===== config.mk =====
export PLATFORM = sky130hd
export DESIGN_NAME = hs_arb_mux_flat
export DESIGN_NICKNAME = d
export VERILOG_FILES = /design/src/rtl/hs_arb_mux_pkg.sv /design/src/rtl/hs_arb_mux_if.sv /design/src/rtl/hs_arb_mux_rr_pick.sv /design/src/rtl/hs_arb_mux.sv /design/src/flat_wrapper.sv
export SDC_FILE = /design/constraint.sdc
export NUM_CORES = 1
export LEC_CHECK = 0
export ABC_AREA = 1
export CORE_AREA = 2 2 71 73
export DETAILED_ROUTE_END_ITERATION = 10
export DIE_AREA = 0 0 73 75
export GPL_ROUTABILITY_DRIVEN = 0
export HOLD_SLACK_MARGIN = 0.15
export PLACE_DENSITY_LB_ADDON = 0.12
export SYNTH_ARGS = -nofsm -noshare
export SYNTH_HDL_FRONTEND = slang
export SYNTH_HIERARCHICAL = 1
export SYNTH_SLANG_ARGS = --single-unit

===== constraint.sdc =====
create_clock -name clk -period 1.4 [get_ports clk]
set_input_delay 0.28 -clock clk [delete_from_list [all_inputs] [get_ports clk]]
set_output_delay 0.28 -clock clk [all_outputs]
set_load 0.03 [all_outputs]

===== src/rtl/hs_arb_mux_pkg.sv =====
// Shared types and helpers for the arbitrating handshake multiplexer.
package hs_arb_mux_pkg;

    typedef enum logic {
        ARB_FIXED = 1'b0,
        ARB_RR    = 1'b1
    } arb_mode_e;

    localparam int MAX_N = 32;

    function automatic int onehot_to_idx(input logic [MAX_N-1:0] oh);
        int idx;
        idx = 0;
        for (int i = 0; i < MAX_N; i++) begin
            if (oh[i]) begin
                idx = i;
            end else begin
                idx = idx;
            end
        end
        return idx;
    endfunction

endpackage


===== src/rtl/hs_arb_mux_if.sv =====
// Handshake bundle between N producers, the arbitrating mux and one consumer.
interface hs_arb_mux_if #(
    parameter int N     = 4,
    parameter int WIDTH = 8
);
    logic [N-1:0]       in_valid_i;
    logic [N*WIDTH-1:0] in_data_i;
    logic [N-1:0]       in_ready_o;
    logic               out_valid_o;
    logic [WIDTH-1:0]   out_data_o;
    logic [N-1:0]       out_grant_o;
    logic               out_ready_i;

    modport slave (
        input  in_valid_i, in_data_i, out_ready_i,
        output in_ready_o, out_valid_o, out_data_o, out_grant_o
    );

    modport master (
        output in_valid_i, in_data_i, out_ready_i,
        input  in_ready_o, out_valid_o, out_data_o, out_grant_o
    );
endinterface


===== src/rtl/hs_arb_mux_rr_pick.sv =====
// Combinational one-hot picker: lowest request at or above ptr, wrapping,
// built as a priority encoder over {req, req masked below ptr}.
module rr_pick
    import hs_arb_mux_pkg::*;
#(
    parameter int N     = 4,
    parameter int PTR_W = $clog2(N)
) (
    input  logic [N-1:0]     req,
    input  logic [PTR_W-1:0] ptr,
    input  arb_mode_e        mode,
    output logic [N-1:0]     gnt
);
    logic [N-1:0]   w_mask;
    logic [2*N-1:0] w_dbl;
    logic           w_seen;

    // Mask out channels below the pointer; fixed mode searches from index 0.
    always_comb begin
        w_mask = '0;
        for (int i = 0; i < N; i++) begin
            w_mask[i] = (mode == ARB_RR) ? (i >= int'(ptr)) : 1'b1;
        end
        w_dbl = {req, req & w_mask};
    end

    // First set bit of the doubled vector, folded back onto N channels.
    always_comb begin
        gnt    = '0;
        w_seen = 1'b0;
        for (int i = 0; i < 2*N; i++) begin
            gnt[i % N] = gnt[i % N] | (w_dbl[i] & ~w_seen);
            w_seen     = w_seen | w_dbl[i];
        end
    end
endmodule


===== src/rtl/hs_arb_mux.sv =====
// N-channel valid/ready multiplexer with round-robin or fixed-priority
// arbitration into a single registered output stage.
module hs_arb_mux
    import hs_arb_mux_pkg::*;
#(
    parameter int N       = 4,
    parameter int WIDTH   = 8,
    parameter int RR_MODE = 1
) (
    input  logic          clk,
    input  logic          reset_n,
    hs_arb_mux_if.slave   bus
);
    localparam int        PTR_W = $clog2(N);
    localparam arb_mode_e MODE  = (RR_MODE != 0) ? ARB_RR : ARB_FIXED;

    logic [PTR_W-1:0] r_ptr;
    logic [PTR_W-1:0] w_ptr_nxt;
    logic             r_out_valid;
    logic [WIDTH-1:0] r_out_data;
    logic [N-1:0]     r_out_grant;
    logic [N-1:0]     w_grant;
    logic [WIDTH-1:0] w_win_data;
    logic [MAX_N-1:0] w_grant_ext;
    logic             w_load_en;
    logic             w_any_req;
    int               w_win_idx;

    rr_pick #(
        .N     (N),
        .PTR_W (PTR_W)
    ) u_pick (
        .req  (bus.in_valid_i),
        .ptr  (r_ptr),
        .mode (MODE),
        .gnt  (w_grant)
    );

    assign w_load_en = ~r_out_valid | bus.out_ready_i;
    assign w_any_req = |bus.in_valid_i;

    // Reset also gates ready so no producer sees an accept while held in reset.
    assign bus.in_ready_o  = w_grant & {N{w_load_en & reset_n}};
    assign bus.out_valid_o = r_out_valid;
    assign bus.out_data_o  = r_out_data;
    assign bus.out_grant_o = r_out_grant;

    // AND-OR mux of the winning channel's data.
    always_comb begin
        w_win_data = '0;
        for (int k = 0; k < N; k++) begin
            w_win_data = w_win_data | (bus.in_data_i[k*WIDTH +: WIDTH] & {WIDTH{w_grant[k]}});
        end
    end

    // Next pointer: one past the winner, with explicit wrap for any N.
    always_comb begin
        w_grant_ext          = '0;
        w_grant_ext[N-1:0]   = w_grant;
        w_win_idx            = onehot_to_idx(w_grant_ext);
        if (w_win_idx == N - 1) begin
            w_ptr_nxt = '0;
        end else begin
            w_ptr_nxt = PTR_W'(w_win_idx + 1);
        end
    end

    // Output register and priority pointer; everything holds while stalled.
    always_ff @(posedge clk or negedge reset_n) begin
        if (!reset_n) begin
            r_out_valid <= 1'b0;
            r_out_data  <= '0;
            r_out_grant <= '0;
            r_ptr       <= '0;
        end else if (w_load_en) begin
            if (w_any_req) begin
                r_out_valid <= 1'b1;
                r_out_data  <= w_win_data;
                r_out_grant <= w_grant;
                if (MODE == ARB_RR) begin
                    r_ptr <= w_ptr_nxt;
                end else begin
                    r_ptr <= '0;
                end
            end else begin
                r_out_valid <= 1'b0;
            end
        end
    end
endmodule


===== src/flat_wrapper.sv =====
// flat-port wrapper written by rule: the top's interface ports become plain ports
module hs_arb_mux_flat import hs_arb_mux_pkg::*;
#(
    parameter int N       = 4,
    parameter int WIDTH   = 8,
    parameter int RR_MODE = 1
)
  (clk, reset_n, bus_in_valid_i, bus_in_data_i, bus_out_ready_i, bus_in_ready_o, bus_out_valid_o, bus_out_data_o, bus_out_grant_o);
  hs_arb_mux_if #(.N(N), .WIDTH(WIDTH)) bus_i ();
  input  logic clk;
  input  logic reset_n;
  input wire logic [$bits(bus_i.in_valid_i)-1:0] bus_in_valid_i;
  input wire logic [$bits(bus_i.in_data_i)-1:0] bus_in_data_i;
  input wire logic [$bits(bus_i.out_ready_i)-1:0] bus_out_ready_i;
  output wire logic [$bits(bus_i.in_ready_o)-1:0] bus_in_ready_o;
  output wire logic [$bits(bus_i.out_valid_o)-1:0] bus_out_valid_o;
  output wire logic [$bits(bus_i.out_data_o)-1:0] bus_out_data_o;
  output wire logic [$bits(bus_i.out_grant_o)-1:0] bus_out_grant_o;
  assign bus_i.in_valid_i = bus_in_valid_i;
  assign bus_i.in_data_i = bus_in_data_i;
  assign bus_i.out_ready_i = bus_out_ready_i;
  assign bus_in_ready_o = bus_i.in_ready_o;
  assign bus_out_valid_o = bus_i.out_valid_o;
  assign bus_out_data_o = bus_i.out_data_o;
  assign bus_out_grant_o = bus_i.out_grant_o;
  hs_arb_mux #(.N(N), .WIDTH(WIDTH), .RR_MODE(RR_MODE)) u_core (.clk(clk), .reset_n(reset_n), .bus(bus_i));
endmodule

# Yosys cells after proc, flatten, opt, wreduce, memory -nomap -nowiden
# Index checks and enable logic that the tools add are counted.
# word_totals
inputBits	39
out_inout_bits	17
register_bits	15
# classes
add_sub_neg	1
bitwise	36
reduce_logical	2
n_eq_ne	1
muxes	5
magnitude_cmp	3
# ops
operator	n
8-bit AND	4
8-bit OR	3
1-bit OR	11
1-bit AND	8
4-bit AND	2
1-bit NOT	8
2-bit two-way mux	3
1-bit by 2-bit greater-or-equal comparator with 1-bit output (first input constant)	2
4-bit OR reduction	1
2-bit by 1-bit adder with 2-bit output (second input constant)	1
2-bit equality test (second input constant)	1
2-bit greater-or-equal comparator (first input constant)	1
1-bit two-way mux	2
2-bit AND reduction	1

# Depth between registers and ports, before layout
# Gate-level depths: netlist of run 1.
# logic_depth
depth_word	14
depth_mapped	13
mapped_depth_nobuf	12

# By module
# The synthesis of run 1 kept the hierarchy.
# modules_own_cells
mod	n_inst	area_per_inst_um2	cells_per_inst
hs_arb_mux	1	1023.5	151
rr_pick	1	101.3	20

# Worst setup path after synthesis of run 1
# No wires, ideal clock.
# synth_path
path_kind	register to output
from	reg u_core.r_ptr[1]
to	out bus_in_ready_o[2]
t_arrival_ps	1506
path_buffers	1
required_time_ps	1120
slack_ps	-386
stages_incl_launch_ff	10
path_cell_list	dfrtp_1 -> nand3_1 -> nand2_1 -> nand3_2 -> nor2_2 -> nand4_1 -> nand2_1 -> buf_4 -> inv_1 -> nor2_1
# synth_between
elab_chain_len	11
word_cells_on_any_way	15
classes_between	order compare: 3; bitwise: 12
# synth_rtl
element	line_no	source
from (decl)	hs_arb_mux.sv:17	logic [PTR_W-1:0] r_ptr;
from (signal assigned)	hs_arb_mux.sv:81	r_ptr <= w_ptr_nxt;
1-bit by 2-bit greater-or-equal comparator with 1-bit output	hs_arb_mux_rr_pick.sv:22	w_mask[i] = (mode == ARB_RR) ? (i >= int'(ptr)) : 1'b1;
4-bit AND *	hs_arb_mux_rr_pick.sv:24	w_dbl = {req, req & w_mask};
1-bit OR (5 in a row)	hs_arb_mux_rr_pick.sv:33	w_seen = w_seen | w_dbl[i];
1-bit NOT	hs_arb_mux_rr_pick.sv:32	gnt[i % N] = gnt[i % N] | (w_dbl[i] & ~w_seen);
1-bit AND	hs_arb_mux_rr_pick.sv:32	
1-bit OR *	hs_arb_mux_rr_pick.sv:32	
net u_core.w_grant[2]	hs_arb_mux.sv:22	logic [N-1:0] w_grant;
4-bit AND *	hs_arb_mux.sv:43	assign bus.in_ready_o = w_grant & {N{w_load_en & reset_n}};
to (decl)	flat_wrapper.sv:15	output wire logic [$bits(bus_i.in_ready_o)-1:0] bus_in_ready_o;
# Mark *: on every way through the listed nets, which the timed path passes. The rest lies on a longest branch.

# Worst setup path in the final report of run 1
# layout_path
from	reg u_core.r_ptr[1]
to	out bus_in_ready_o[1]
# layout_between
elab_chain_len	10
word_cells_on_any_way	14
classes_between	order compare: 3; bitwise: 11
# layout_rtl
element	line_no
1-bit by 2-bit greater-or-equal comparator with 1-bit output	hs_arb_mux_rr_pick.sv:22
4-bit AND *	hs_arb_mux_rr_pick.sv:24
1-bit OR (4 in a row)	hs_arb_mux_rr_pick.sv:33
1-bit NOT	hs_arb_mux_rr_pick.sv:32
1-bit AND	hs_arb_mux_rr_pick.sv:32
1-bit OR *	hs_arb_mux_rr_pick.sv:32
net u_core.w_grant[1]	hs_arb_mux.sv:22
4-bit AND *	hs_arb_mux.sv:43
# Marked as above.

==> results of run 1 <==
-- per-layer routing --
| layer | up-vias | routed length [µm] | GRT usage (%) |
|---|---|---|---|
| li1 | 654 | - | - |
| met5 | - | 0 | 0 |
| met3 | 2 | 186 | 2.945 |
| met4 | 0 | 33 | 3.086 |
| met1 | 525 | 1384 | 15.50 |
| met2 | 39 | 1491 | 21.12 |
-- registers in the layout (all words and copies together) (netlist names) --
signal,cells
u_core/bus.out_grant_o,4
u_core/r_ptr,2
u_core/bus.out_data_o,8
u_core/bus.out_valid_o,1
-- cell type report --
cell class              instances  area, µm²  area share (%)
flip-flops and latches         15      375.4           18.87
multi-input cells             127      661.9           33.27
inverters                      25      96.34           4.843
well taps                      54      67.56           3.396
clock buffers                   4      45.04           2.264
repair buffers                 79      743.2           37.36
-- timing repair --
action                                  in CTS  in global routing
gates resized for setup                     23                  3
setup buffers                                2                  0
endpoints found under the setup margin      29                 17
pin swaps                                    4                  0
-- per-stage QoR --
| stage | setup slack (ns) | cell area [µm²] | setup TNS, ns |
|---|---|---|---|
| after floorplan | -0.1108 | 1184 | -0.2228 |
| after global placement | -0.4907 | 1903 | -6.815 |
| after detailed placement | -0.4873 | 1903 | -6.864 |
| after CTS | -0.4029 | 1972 | -3.214 |
| after global routing | -0.4753 | 1989 | -5.059 |
| final | -0.3819 | 1989 | -3.421 |
-- power by group --
part | internal, mW | switching (mW) | total [mW]
clock network | 0.201 | 0.146 | 0.347
registers | 0.523 | 0.0638 | 0.587
logic | 0.423 | 0.522 | 0.946
-- cell usage in the layout (no fill, tap or decap) --
cell and instances:
inv_4 1, nand2_4 1, nand3_2 2, clkbuf_1 1
dlygate4sd2_1 14, buf_6 4, clkdlybuf4s50_1 37, conb_1 3
inv_2 2, clkbuf_8 3, a21oi_2 1, nand2_2 20
dfrtp_1 15, nand2_1 78, nor2_4 7, nand4_1 2
nand3_4 1, inv_1 22, buf_4 22, buf_12 2
nand3_1 2, nor2_1 2, o21ai_0 1, o21ai_2 7
-- worst max-delay path: stages, from the launching register on --
cell,delay [ns]
dfrtp_1,0.40
nand2_2,0.10
nand3_2,0.12
nand3_4,0.08
nor2_4,0.10
nand3_1,0.09
nand2_2,0.11
inv_2,0.06
nor2_4,0.07
buf_6,0.13
-- kinds of logic (layout without fill, tap and decap cells) --
group                  Yosys count  count (layout)  synth area share (%)
AND/OR/NAND/NOR                115             115                 45.83
buffers and inverters           31             108                 14.13
flip-flops                      15              15                 33.37
AO/OA/AOI/OAI                    9               9                 6.341
other                            1               3                0.3334
-- worst paths after layout --
path	from	end	slack (ns)	cells past startpoint
min in group clk	u_core/bus.out_grant_o[0]$_DFFE_PN0P_	u_core/bus.out_grant_o[0]$_DFFE_PN0P_	0.48	2
setup reg to reg	u_core/r_ptr[1]$_DFFE_PN0P_	u_core/bus.out_data_o[1]$_DFFE_PN0P_	-0.23	13
hold / removal	reset_n	u_core/bus.out_valid_o$_DFFE_PN0P_	0.41	2
hold reg to reg	u_core/bus.out_grant_o[0]$_DFFE_PN0P_	u_core/bus.out_grant_o[0]$_DFFE_PN0P_	0.48	2
setup / recovery	u_core/r_ptr[1]$_DFFE_PN0P_	bus_in_ready_o[1]	-0.38	9
max in group asynchronous	reset_n	u_core/bus.out_data_o[6]$_DFFE_PN0P_	0.81	2
==> key figures, run 1 <==
Drt
  • Routed WL: 3096 µm
  • DR DRC count: 0
  • First drt pass iteration count: 4
  • Detailed-route wire length per cell: 10.18 µm
  • Vias/cell: 4.013
  • Vias: 1220
  • Post-route ant nets: 0
  • DRT iter0 DRCs: 20

Synth
  • Synth cell types: 18
  • Seq cells post-synth: 15
  • Post-synth EDFFs: 0
  • Post-synth top area cell: dfrtp_1
  • Largest cells by area after synthesis: dfrtp_1 (33%), nand2_1 (28%), inv_1 (8.3%), nand2_2 (8.3%), o21ai_2 (4.7%)
  • Count leader, synth: nand2_1
  • Register area share after synthesis: 33.37%
  • Synth Instances: 171
  • Share of the synthesized area in the top cell type: 33.37%
  • Synth Area per Inst: 6.578 µm²
  • Ys flop type: dfrtp_1
  • Commonest cells post-synth: nand2_1 (83), inv_1 (25), dfrtp_1 (15), nand2_2 (15)
  • Async SR Flop Fraction: 100.0%
  • Yosys warns: 6
  • Synth Cell Area: 1125 µm²

STA
  • Achievable frequency: 561.2 MHz
  • RSZ-0062 raised after global routing: true
  • Pins Over Slew Limit: 0
  • Final period utilization: 127.3%
  • Final setup violation count: 14
  • Final hold slack: 0.4108 ns
  • Final Critical Period: 1.782 ns
  • PnR worst setup slack: -0.3819 ns
  • Final hold viol count: 0
  • Worst Clk Skew: 0.0008725 ns

Clock tree
  • Clk_lat worst skew: 0.24 ns
  • CTS tree: yes
  • Clock Tree Buf Depth: 2
  • H-tree depth: 1
  • Hold Buf Count CTS: 0
  • CTS buffer count: 3
  • Clock-pin slew on the worst setup and hold paths: 0.06 ns
  • Root Buffer: clkbuf_8
  • Clk sink count: 15

Critical path
  • WP data arrival: 1.50 ns
  • Kind of critical path: flop to output port
  • Worst path required time: 1.12 ns
  • Setup crit start kind: flop
  • CP endpoint kind: output port
  • Worst-path maximum fanout: 3

Placement
  • Placed cell count: 298
  • Post-DP HPWL: 2536 µm
  • I/O Buffers: 55

Power
  • Total power: 1.880 mW
  • Cell area power density: 945.0 nW/µm²
  • Static leakage: 1.037 nW
  • Worst IR Drop VDD: 0.0004334 V

Final layout
  • Post-Layout Cell Count: 304
  • Fin util: 42.68%
  • Final Net Count: 290
  • Fillers: 507
  • Share of layout cells above drive strength 1: 29.20%
  • Antenna cells: 0
  • Layout area overhead: 76.86%

GRT
  • Antenna violations before repair: 0
  • Total track usage: 12.28%
  • Vias in the first global route: 1125
  • First-pass GRT wire length: 5126 µm
  • Grt ovf: 0
  • Largest net degree at the start of global routing: 16

Run status
  • Status: finished, violations left
  • Failing checks: negative setup slack

Die
  • Die height: 75 µm
  • # rows: 25
  • DIE WIDTH: 73 µm
  • Core Footprint: 4661 µm²
  • IO Pins: 56
  • Die ar.: 5475 µm²
  • Initial Util: 24.13%

Run
  • Max-cap violation count: 0

Hold path
  • Worst hold-check path type: primary input to async pin
No activity file was read; power rests on OpenSTA's default activity.
==> run 2, diff against run 1 <==
--- a/config.mk
+++ b/config.mk
@@ -12,6 +12,7 @@
 export GPL_ROUTABILITY_DRIVEN = 0
 export HOLD_SLACK_MARGIN = 0.15
 export PLACE_DENSITY_LB_ADDON = 0.12
+export SLEW_MARGIN = 20
 export SYNTH_ARGS = -nofsm -noshare
 export SYNTH_HDL_FRONTEND = slang
 export SYNTH_HIERARCHICAL = 1
==> results of run 2 <==
Same layout as run 1: the final DEF is identical, and so are final timing and power.
